--- config.mk ---
export PLATFORM = sky130hd
export DESIGN_NAME = mem_stage
export DESIGN_NICKNAME = d
export VERILOG_FILES = /design/src/rtl/mem_stage_pkg.sv /design/src/rtl/dff.sv /design/src/rtl/mem_watchdog.sv /design/src/rtl/mem_stage.sv
export SDC_FILE = /design/constraint.sdc
export NUM_CORES = 1
export LEC_CHECK = 0
export CORE_MARGIN = 2
export CORE_UTILIZATION = 36
export DETAILED_ROUTE_END_ITERATION = 7
export PLACE_DENSITY = 0.81
export SYNTH_ARGS = -nofsm -noshare
export SYNTH_HDL_FRONTEND = slang
export SYNTH_HIERARCHICAL = 1
export SYNTH_SLANG_ARGS = --single-unit
--- constraint.sdc ---
create_clock -name clk -period 2 [get_ports clk]
set_input_delay 0.5 -clock clk [delete_from_list [all_inputs] [get_ports clk]]
set_output_delay 0.5 -clock clk [all_outputs]
set_load 0.02 [all_outputs]
--- src/rtl/mem_stage_pkg.sv ---
// Shared definitions for the memory-access stage: state encoding,
// default watchdog limit and a small address helper.
package mem_stage_pkg;

  // Controller states.
  typedef enum logic [1:0] {
    MS_IDLE = 2'd0,
    MS_WAIT = 2'd1,
    MS_HOLD = 2'd2
  } ms_state_t;

  localparam int DEF_TIMEOUT = 255;
  localparam int ADDR_W      = 16;
  localparam int DATA_W      = 16;

  // A halfword access is misaligned when the byte-offset bit is set.
  function automatic logic is_misaligned(input logic [ADDR_W-1:0] addr);
    return addr[0];
  endfunction

endpackage

--- src/rtl/dff.sv ---
// Generic W-bit register cell with synchronous active-high reset to zero.
module dff #(
  parameter int W = 1
) (
  input  logic         clk,
  input  logic         rst,
  input  logic [W-1:0] d,
  output logic [W-1:0] q
);

  // Register the next value; reset clears to zero.
  always_ff @(posedge clk) begin
    if (rst) begin
      q <= {W{1'b0}};
    end else begin
      q <= d;
    end
  end

endmodule

--- src/rtl/mem_watchdog.sv ---
// Wait-cycle watchdog for the memory stage. The counter is cleared when a
// request is issued and advances once per WAIT cycle; o_expired flags the
// last WAIT cycle allowed before a timeout (counter == TIMEOUT-1).
module mem_watchdog #(
  parameter int TIMEOUT = 255,
  parameter int CNT_W   = 8
) (
  input  logic clk,
  input  logic rst,
  input  logic i_clr,
  input  logic i_en,
  output logic o_expired
);

  logic [CNT_W-1:0] r_cnt;

  // Count WAIT cycles; clear has priority over enable.
  always_ff @(posedge clk) begin
    if (rst) begin
      r_cnt <= {CNT_W{1'b0}};
    end else if (i_clr) begin
      r_cnt <= {CNT_W{1'b0}};
    end else if (i_en) begin
      r_cnt <= r_cnt + {{(CNT_W-1){1'b0}}, 1'b1};
    end else begin
      r_cnt <= r_cnt;
    end
  end

  // After this WAIT cycle the counter would reach TIMEOUT.
  assign o_expired = (r_cnt == CNT_W'(TIMEOUT - 1));

endmodule

--- src/rtl/mem_stage.sv ---
// Memory-access stage controller between EX/MEM and MEM/WB.
// Issues one request per load/store to a stalling data memory, freezes the
// pipeline until completion (or watchdog timeout), then releases it for one
// HOLD cycle with the load data and error flag presented.
// Optional feature: define MEM_ALIGN_CHECK_EN to reject odd addresses with a
// one-cycle error and no memory request.
module mem_stage
  import mem_stage_pkg::*;
#(
  parameter int TIMEOUT = DEF_TIMEOUT,
  parameter int CNT_W   = 8
) (
  input  logic              clk,
  input  logic              rst,
  input  logic [ADDR_W-1:0] addrIn,
  input  logic [DATA_W-1:0] writeDataIn,
  input  logic              MemReadIn,
  input  logic              MemWriteIn,
  input  logic              validIn,
  output logic [ADDR_W-1:0] memAddr,
  output logic [DATA_W-1:0] memWData,
  output logic              memRd,
  output logic              memWr,
  input  logic [DATA_W-1:0] memRData,
  input  logic              memDone,
  input  logic              memBusy,
  input  logic              memErrIn,
  output logic [DATA_W-1:0] memDataOut,
  output logic              stallOut,
  output logic              errOut
);

  logic [1:0]        r_state;
  logic              r_perr;
  logic              r_is_ld;
  logic [DATA_W-1:0] r_data;

  ms_state_t         w_state;
  ms_state_t         w_state_nxt;
  logic              w_perr_d;
  logic              w_is_ld_d;
  logic [DATA_W-1:0] w_data_d;
  logic              w_acc;
  logic              w_illegal;
  logic              w_misalign;
  logic              w_bad;
  logic              w_rd;
  logic              w_wr;
  logic              w_stall;
  logic              w_err;
  logic              w_cnt_clr;
  logic              w_cnt_en;
  logic              w_expired;

  assign w_acc     = validIn & (MemReadIn | MemWriteIn);
  assign w_illegal = w_acc & MemReadIn & MemWriteIn;
`ifdef MEM_ALIGN_CHECK_EN
  assign w_misalign = w_acc & is_misaligned(addrIn);
`else
  assign w_misalign = 1'b0;
`endif
  assign w_bad   = w_illegal | w_misalign;
  assign w_state = ms_state_t'(r_state);

  // State, pending error, load-type flag and load data registers.
  dff #(.W(2))      u_state_ff (.clk(clk), .rst(rst), .d(w_state_nxt), .q(r_state));
  dff #(.W(1))      u_perr_ff  (.clk(clk), .rst(rst), .d(w_perr_d),    .q(r_perr));
  dff #(.W(1))      u_isld_ff  (.clk(clk), .rst(rst), .d(w_is_ld_d),   .q(r_is_ld));
  dff #(.W(DATA_W)) u_data_ff  (.clk(clk), .rst(rst), .d(w_data_d),    .q(r_data));

  mem_watchdog #(
    .TIMEOUT(TIMEOUT),
    .CNT_W  (CNT_W)
  ) u_wdog (
    .clk      (clk),
    .rst      (rst),
    .i_clr    (w_cnt_clr),
    .i_en     (w_cnt_en),
    .o_expired(w_expired)
  );

  // Next-state, request, stall and error decode for IDLE/WAIT/HOLD.
  always_comb begin
    w_state_nxt = w_state;
    w_perr_d    = r_perr;
    w_is_ld_d   = r_is_ld;
    w_data_d    = r_data;
    w_rd        = 1'b0;
    w_wr        = 1'b0;
    w_stall     = 1'b0;
    w_err       = 1'b0;
    w_cnt_clr   = 1'b0;
    w_cnt_en    = 1'b0;
    case (w_state)
      MS_IDLE: begin
        if (w_bad) begin
          // Illegal or misaligned access: flag it and let the pipeline move on.
          w_err = 1'b1;
        end else if (w_acc) begin
          w_stall = 1'b1;
          if (!memBusy) begin
            w_rd        = MemReadIn;
            w_wr        = MemWriteIn;
            w_is_ld_d   = MemReadIn;
            w_perr_d    = 1'b0;
            w_cnt_clr   = 1'b1;
            w_state_nxt = MS_WAIT;
          end else begin
            w_state_nxt = MS_IDLE;
          end
        end else begin
          w_state_nxt = MS_IDLE;
        end
      end
      MS_WAIT: begin
        w_stall  = 1'b1;
        w_cnt_en = 1'b1;
        if (memDone) begin
          // Completion wins over a timeout in the same cycle.
          if (r_is_ld) begin
            w_data_d = memRData;
          end else begin
            w_data_d = r_data;
          end
          w_perr_d    = memErrIn;
          w_state_nxt = MS_HOLD;
        end else if (w_expired) begin
          w_perr_d    = 1'b1;
          w_state_nxt = MS_HOLD;
        end else begin
          w_state_nxt = MS_WAIT;
        end
      end
      MS_HOLD: begin
        w_err       = r_perr;
        w_perr_d    = 1'b0;
        w_state_nxt = MS_IDLE;
      end
      default: begin
        w_perr_d    = 1'b0;
        w_state_nxt = MS_IDLE;
      end
    endcase
  end

  assign memAddr    = addrIn;
  assign memWData   = writeDataIn;
  // Requests and error pulses are suppressed while reset is applied.
  assign memRd      = w_rd & ~rst;
  assign memWr      = w_wr & ~rst;
  assign errOut     = w_err & ~rst;
  assign stallOut   = w_stall;
  assign memDataOut = r_data;

endmodule

==> results of run 1 <==
[report_power, final]
group | switching (W) | internal [W] | total, W | leakage, nW
registers | 0.00000533 | 0.000562 | 0.000567 | 0.226
logic | 0.0000517 | 0.0000733 | 0.000125 | 0.572
clock network | 0.000162 | 0.000135 | 0.000297 | 0.0216
total | 0.000219 | 0.000770 | 0.000989 | 0.820
[flip-flops by register name, summed over array words and instances, names as in the netlist]
name / flops
u_isld_ff/q: 1
u_state_ff/q: 2
u_wdog/r_cnt: 8
u_data_ff/q: 16
u_perr_ff/q: 1
[stage by stage]
step,std cells,util,power [W],setup TNS [ns]
6_report,226,0.4496,0.0009891,0
5_1_grt,226,0.4496,0.001039,0
4_1_cts,226,0.4478,0.001015,-0.0008311
3_5_place_dp,223,0.4368,0.0007067,-3.274
3_3_place_gp,223,0.4368,0.0007038,-2.918
2_1_floorplan,156,-,0.0007216,0
[metal layers]
layer / track usage / vias to the layer above / routed length, µm
met3: 0.04329 / 8 / 238
li1: - / 524 / -
met5: 0 / - / 0
met4: 0.02991 / 0 / 14
met1: 0.1218 / 475 / 1112
met2: 0.1782 / 34 / 1284
[layout make-up]
type                    count  area share
well taps                  52     0.03370
repair buffers             51      0.2450
flip-flops and latches     28      0.2903
multi-input cells          89      0.4025
inverters                   3    0.007129
clock buffers               3     0.02139
[cell usage in the layout (no fill, tap or decap), types with 2 or more instances in the layout]
cell                               n
sky130_fd_sc_hd__clkbuf_8          3
sky130_fd_sc_hd__nor2b_1           5
sky130_fd_sc_hd__nor2b_2           7
sky130_fd_sc_hd__o21ai_0           4
sky130_fd_sc_hd__inv_1             2
sky130_fd_sc_hd__nand2_1           4
sky130_fd_sc_hd__nor3b_2           2
sky130_fd_sc_hd__buf_4             9
sky130_fd_sc_hd__dlymetal6s2s_1    2
sky130_fd_sc_hd__nor2_1           11
sky130_fd_sc_hd__mux2_2            6
sky130_fd_sc_hd__dfxtp_1          28
sky130_fd_sc_hd__clkdlybuf4s50_1  34
sky130_fd_sc_hd__and2b_2           6
sky130_fd_sc_hd__nand3_1           3
sky130_fd_sc_hd__clkbuf_2          2
sky130_fd_sc_hd__a21oi_1           5
sky130_fd_sc_hd__nand4_1           3
sky130_fd_sc_hd__ha_1              2
sky130_fd_sc_hd__xor2_1            3
sky130_fd_sc_hd__nor2b_4           2
sky130_fd_sc_hd__buf_2             2
sky130_fd_sc_hd__or3_1             3
sky130_fd_sc_hd__mux2_4           10
[what timing repair did]
| item | CTS | global route |
|---|---|---|
| pin swaps | 1 | 2 |
| setup endpoints to repair | 4 | 4 |
| gates resized for setup | 28 | 8 |
| hold buffers | 0 | 0 |
| cloned | 0 | 0 |
[path summary, 6_finish.rpt]
path                             endpoint  slack (ns)  cells past startpoint
max                                errOut        0.13                      5
min          u_wdog/r_cnt[7]$_SDFFE_PP0P_        0.50                      2
max reg2reg     u_data_ff/q[3]$_SDFF_PP0_        0.32                      6
min reg2reg  u_wdog/r_cnt[7]$_SDFFE_PP0P_        0.50                      2
[logic make-up (layout without fill, tap and decap cells)]
logic type	count (synthesis)	after routing	share of synthesized area
AO/OA/AOI/OAI	11	11	0.03931
XOR/XNOR	5	5	0.02751
adder cells (fa/ha/maj)	2	2	0.01572
buffers and inverters	39	57	0.1792
flip-flops	28	28	0.3522
multiplexers	17	17	0.1439
AND/OR/NAND/NOR	54	54	0.2421
[worst reg2reg max path: cells and delay by family, from the launching register on]
family | cells | cell delay [ns]
simple gates | 3 | 0.59
mux | 1 | 0.38
flops | 1 | 0.34
buf+inv | 2 | 0.26
==> metrics.yaml, run 1 <==
die_h_um: 70.49
detailedRoute.firstIterationViolations: 18
leakagePower_nw: 0.8196
dpl.hpwl_um: 2035
wire_length_of_the_first_global_routing_pass_um: 4374
worst-endpoint-required_ns: 1.50
r2r-start: "u_state_ff/q[1]$_SDFF_PP0_"
detail_route.wl_per_cell_um: 11.73
result_of_the_run: "completed"
final_period_minus_worst_setup_slack_ns: 1.872
vias_per_cell: 4.606
vdd_ir_drop_max_uv: 503.9
global_route.overflow_total: 0
detail_route.drc_violations: 0
tritoncts: "built"
worst_slew_margin_rel: 0.7948
number_of_synthesized_flops_with_an_enable_pin: 0
worst_setup_path_startpoint: "validIn"
grt_setup_unrepaired: "no"
synthesis.nets: 214
drive_gt1_frac: 0.3391
numCtsBuffers: 3
path_cells: "dlygate4sd2_1 -> and4b_2 -> a21oi_1 -> nor3_2 -> buf_2"
warnings_synthesis: 6
area.growth.synth_to_final_pct: 21.30
place_ws_ns: -0.7754
pwr_density_cell_mw_per_mm2: 512.3
hold_path.class: "reg2reg"
clk-insertion-delay-late_ns: 0.26
first_global_vias: 1049
timing.hold.worst.start: "u_wdog/r_cnt[7]$_SDFFE_PP0P_"
hold_violations: 0
cp_num_buf_inv: 2
cpLargestDelayFamily: "buffers and inverters"
floorplan.io_pins: 108
critical_path.startpoint_type: "input pin"
fin_nets: 234
max_clock_freq_mhz: 534.1
synth.yosys.seq_area_share: 0.3522
clock_tree.htree_level_count: 1
netlist_instances: 156
slowest_delay_ns: 0.29
netlist_area_mm2: 0.001592
final.setup.worst_slack_ns: 0.1277
synth_common_cells: "32 x sky130_fd_sc_hd__buf_4, 28 x sky130_fd_sc_hd__dfxtp_1, 11 x sky130_fd_sc_hd__nor2_1, 10 x sky130_fd_sc_hd__mux2_4, 7 x sky130_fd_sc_hd__nor2b_2"
largest_fanout_on_the_critical_path: 4
yosys.cell_types.count: 35
dieWidth_um: 70.49
buffer_ports.inserted: 43
crit_type: "in2out"
worst-endpoint-arrival_ns: 1.37
multi_input_area_um2: 777.0
num_vias: 1041
critical_path.slowest_cell: "sky130_fd_sc_hd__dlygate4sd2_1"
fill_cells: 409
design.die.area_mm2: 0.004969
grt_start_max_net_pins: 17
slew_viol_final: 0
syn_avg_cell_area_um2: 10.20
antenna_cells_inserted: 0
drt_pre_antenna_iters: 4
antenna_violating_nets_post_route: 0
cts_post_setup_buffers_inserted: 0
endpoint_kind: "primary output"
finalClockSkew_ns: 0.001844
tritoncts_num_sinks: 28
synth_seq_cells: 28
worst-slew-pin-transition_ns: 0.3078
synth_top_area_cell: "sky130_fd_sc_hd__dfxtp_1"
clockRootBuffer: "sky130_fd_sc_hd__clkbuf_8"
initial_core_util: 0.3706
max-clock-path-buffers: 2
final_design_area_no_fill_mm2: 0.001931
proportion_of_register_bits_with_asynchronous_set_or_reset_after_synthesis: 0
finalWeightedCongestion: 0.7605
track_usage: 0.1054
setup-violations-final: 0
synth.area.top_cells: "sky130_fd_sc_hd__dfxtp_1 35%, sky130_fd_sc_hd__buf_4 15%, sky130_fd_sc_hd__mux2_4 9.4%, sky130_fd_sc_hd__mux2_2 4.2%, sky130_fd_sc_hd__nor2b_2 3.9%"
seq_area_um2: 560.5
postPlaceCellArea_mm2: 0.001876
clk_pin_slew_ns: 0.09
most_frequent_cell_after_synthesis: "sky130_fd_sc_hd__buf_4"
initial_antenna_violation_count: 0
fp.coreArea_mm2: 0.004294
timing.final.crit_share: 0.9362
ys_dominant_reg_cell: "sky130_fd_sc_hd__dfxtp_1"
floorplan.rows: 24
yosysTopAreaCellShare: 0.3522
wirelength_um: 2650
worst_hold_slack_ns: 0.4977
cap_violations: 0
Note: power is estimated with default switching activity, not from simulation.
==> run 2: changes to the inputs <==
--- a/config.mk
+++ b/config.mk
@@ -5,10 +5,10 @@
 export SDC_FILE = /design/constraint.sdc
 export NUM_CORES = 1
 export LEC_CHECK = 0
-export CORE_MARGIN = 2
 export CORE_UTILIZATION = 36
 export DETAILED_ROUTE_END_ITERATION = 7
 export PLACE_DENSITY = 0.81
+export RECOVER_POWER = 25
 export SYNTH_ARGS = -nofsm -noshare
 export SYNTH_HDL_FRONTEND = slang
 export SYNTH_HIERARCHICAL = 1
==> run 2 against run 1 <==
  * Sequential cell count unchanged
  * Clock skew increased by 0.00076 ns
  * Hold slack got worse by 0.0033 ns
  * Register-to-register slack improved by 0.08 ns
  * Largest cell class unchanged
  * Sequential share of layout area decreased by 0.24 points
  * Largest power group unchanged
  * Setup slack got worse by 0.062 ns
  * Final area increased by 0.84%
  * Final cell count increased by 0.44%
==> metrics.yaml, run 2 (synthesis gave the netlist of run 1 again) <==
result_of_the_run: "completed"
cts_post_setup_buffers_inserted: 0  # unchanged
area.growth.synth_to_final_pct: 22.33
first_global_vias: 1024  # -2.4%
commonest_non_fill_non_tap_cells_in_the_layout: "35 x sky130_fd_sc_hd__clkdlybuf4s50_1, 28 x sky130_fd_sc_hd__dfxtp_1, 14 x sky130_fd_sc_hd__buf_4"
final.setup.worst_slack_ns: 0.06567  # -0.06201 ns
pwr_density_cell_mw_per_mm2: 512.8  # about the same
seq_area_um2: 560.5  # unchanged
grt_setup_unrepaired: "no"
worst-endpoint-required_ns: 1.50  # about the same
global_route.usage.met1: 0.1310  # +0.009222
clk_pin_slew_ns: 0.09  # about the same
timing.final.crit_share: 0.9672  # +0.03101
top_register: "u_data_ff/q"
vias_per_cell: 4.683  # +1.7%
design.die.area_mm2: 0.004691  # -5.6%
layout_top_registers: "u_data_ff/q (16), u_wdog/r_cnt (8), u_state_ff/q (2)"
setup-violations-final: 0  # unchanged
floorplan.io_pins: 108  # unchanged
initial_core_util: 0.3867  # +0.01611
finalClockSkew_ns: 0.002609  # +0.0007647 ns
max_clock_freq_mhz: 517.0  # -3.2%
grt_start_max_net_pins: 18  # +1
worst-endpoint-arrival_ns: 1.43  # +0.06 ns
grt.busiest_layer: "met2"
finalWeightedCongestion: 0.7706  # +1.3%
worst_slew_margin_rel: 0.7964  # +0.001658
numCtsBuffers: 3  # unchanged
detail_route.wl_per_cell_um: 12.00  # +2.3%
multi_input_area_um2: 772.0  # -0.64%
cap_violations: 0  # unchanged
hold_violations: 0  # unchanged
tritoncts_num_sinks: 28  # unchanged
drt_pre_antenna_iters: 4  # unchanged
endpoint_kind: "primary output"
antenna_cells_inserted: 0  # unchanged
final_core_utilization: 0.4731  # +0.02350
globalRouteMet3Util: 0.05099  # +0.007697
mostFrequentLayoutCell: "sky130_fd_sc_hd__clkdlybuf4s50_1"
postPlaceCellArea_mm2: 0.001896  # +1.1%
max-clock-path-buffers: 2  # unchanged
final_design_area_no_fill_mm2: 0.001947  # +0.84%
global_route.overflow_total: 0  # unchanged
num_vias: 1063  # +2.1%
wirelength_um: 2724  # +2.8%
dieWidth_um: 68.49  # -2.8%
antenna_violating_nets_post_route: 0  # unchanged
clk-insertion-delay-late_ns: 0.27  # about the same
crit_type: "in2out"
buffer_ports.inserted: 43  # unchanged
hold_path.class: "reg2reg"
detailedRoute.firstIterationViolations: 29  # +11
grt_util_met2: 0.2218  # +0.04362
largest_fanout_on_the_critical_path: 5  # +1
drive_gt1_frac: 0.3390  # about the same
floorplan.rows: 23  # -4.2%
fill_cells: 383  # -6.4%
fin_nets: 237  # +1.3%
worst-r2r-cell-count: 6  # unchanged
largest_register_ff_count: 16  # unchanged
hold_path_depth: 2  # unchanged
slew_viol_final: 0  # unchanged
wire_length_of_the_first_global_routing_pass_um: 4409  # +0.80%
final_period_minus_worst_setup_slack_ns: 1.934  # +0.06201 ns
die_h_um: 68.49  # -2.8%
clockRootBuffer: "sky130_fd_sc_hd__clkbuf_8"
tritoncts: "built"
vdd_ir_drop_max_uv: 429.5  # -15%
critical_path.startpoint_type: "input pin"
worst-slew-pin-transition_ns: 0.3054  # -0.002487 ns
leakagePower_nw: 0.8221  # +0.31%
detail_route.drc_violations: 0  # unchanged
track_usage: 0.1278  # +0.02236
fp.coreArea_mm2: 0.004115  # -4.2%
initial_antenna_violation_count: 0  # unchanged
place_ws_ns: -0.6795  # +0.09592 ns
dpl.hpwl_um: 2016  # -0.97%
clock_tree.htree_level_count: 1  # unchanged
run 2: changes by cell type in the layout (fill, tap and decap cells not counted):
cell,delta
sky130_fd_sc_hd__buf_4,+5
sky130_fd_sc_hd__buf_2,-1
sky130_fd_sc_hd__buf_6,-1
sky130_fd_sc_hd__clkbuf_2,-1
sky130_fd_sc_hd__clkdlybuf4s15_1,+1
sky130_fd_sc_hd__clkdlybuf4s50_1,+1
sky130_fd_sc_hd__dlymetal6s2s_1,-1
sky130_fd_sc_hd__nor3_1,+1
sky130_fd_sc_hd__nor3_2,-1
run 2: area by class of cell:
| cell class | count | share of cell area |
|---|---|---|
| sequential | 28 | 0.2879 |
| multi-input combinational | 89 | 0.3965 |
| timing repair buffer | 54 | 0.2551 |
| tap | 50 | 0.03213 |
| inverter | 3 | 0.007069 |
| clock buffer | 3 | 0.02121 |
run 2: timing repair:
action / CTS / global route
pin swaps: 3 / 4
hold buffers: 0 / 0
setup endpoints to repair: 4 / 4
gates resized for setup: 28 / 5
run 2: per-layer routing:
layer / part of all wire / vias up
li1: - / 531
met4: 0.016 / 0
met2: 0.49 / 41
met3: 0.088 / 7
met1: 0.40 / 484
met5: 0 / -
run 2: per-stage QoR:
stage | std cells | hold WS (ns) | TNS [ns] | power [W]
after floorplan | 156 | 0.4584 | 0 | 0.0007216
after global placement | 224 | 0.4643 | -2.776 | 0.0007094
after detailed placement | 224 | 0.4799 | -2.963 | 0.0007111
after CTS | 227 | 0.4946 | 0 | 0.001013
after global routing | 227 | 0.5105 | 0 | 0.001055
final | 227 | 0.4944 | 0 | 0.0009983
run 2: worst max-delay path: stages:
cell,delay [ns]
sky130_fd_sc_hd__clkdlybuf4s50_1,0.52
sky130_fd_sc_hd__nor3_1,0.22
sky130_fd_sc_hd__buf_2,0.19
run 2: where the power goes:
| part | leakage [nW] | switching [W] | total [W] | internal [W] |
|---|---|---|---|---|
| Combinational | 0.575 | 0.0000527 | 0.000132 | 0.0000788 |
| Clock | 0.0216 | 0.000164 | 0.000300 | 0.000135 |
| Sequential | 0.226 | 0.00000531 | 0.000567 | 0.000562 |
run 2: path summary, 6_finish.rpt:
check / start / end / slack, ns
max: rst / errOut / 0.07
min: u_wdog/r_cnt[7]$_SDFFE_PP0P_ / u_wdog/r_cnt[7]$_SDFFE_PP0P_ / 0.49
max reg2reg: u_state_ff/q[0]$_SDFF_PP0_ / u_data_ff/q[3]$_SDFF_PP0_ / 0.40
min reg2reg: u_wdog/r_cnt[7]$_SDFFE_PP0P_ / u_wdog/r_cnt[7]$_SDFFE_PP0P_ / 0.49
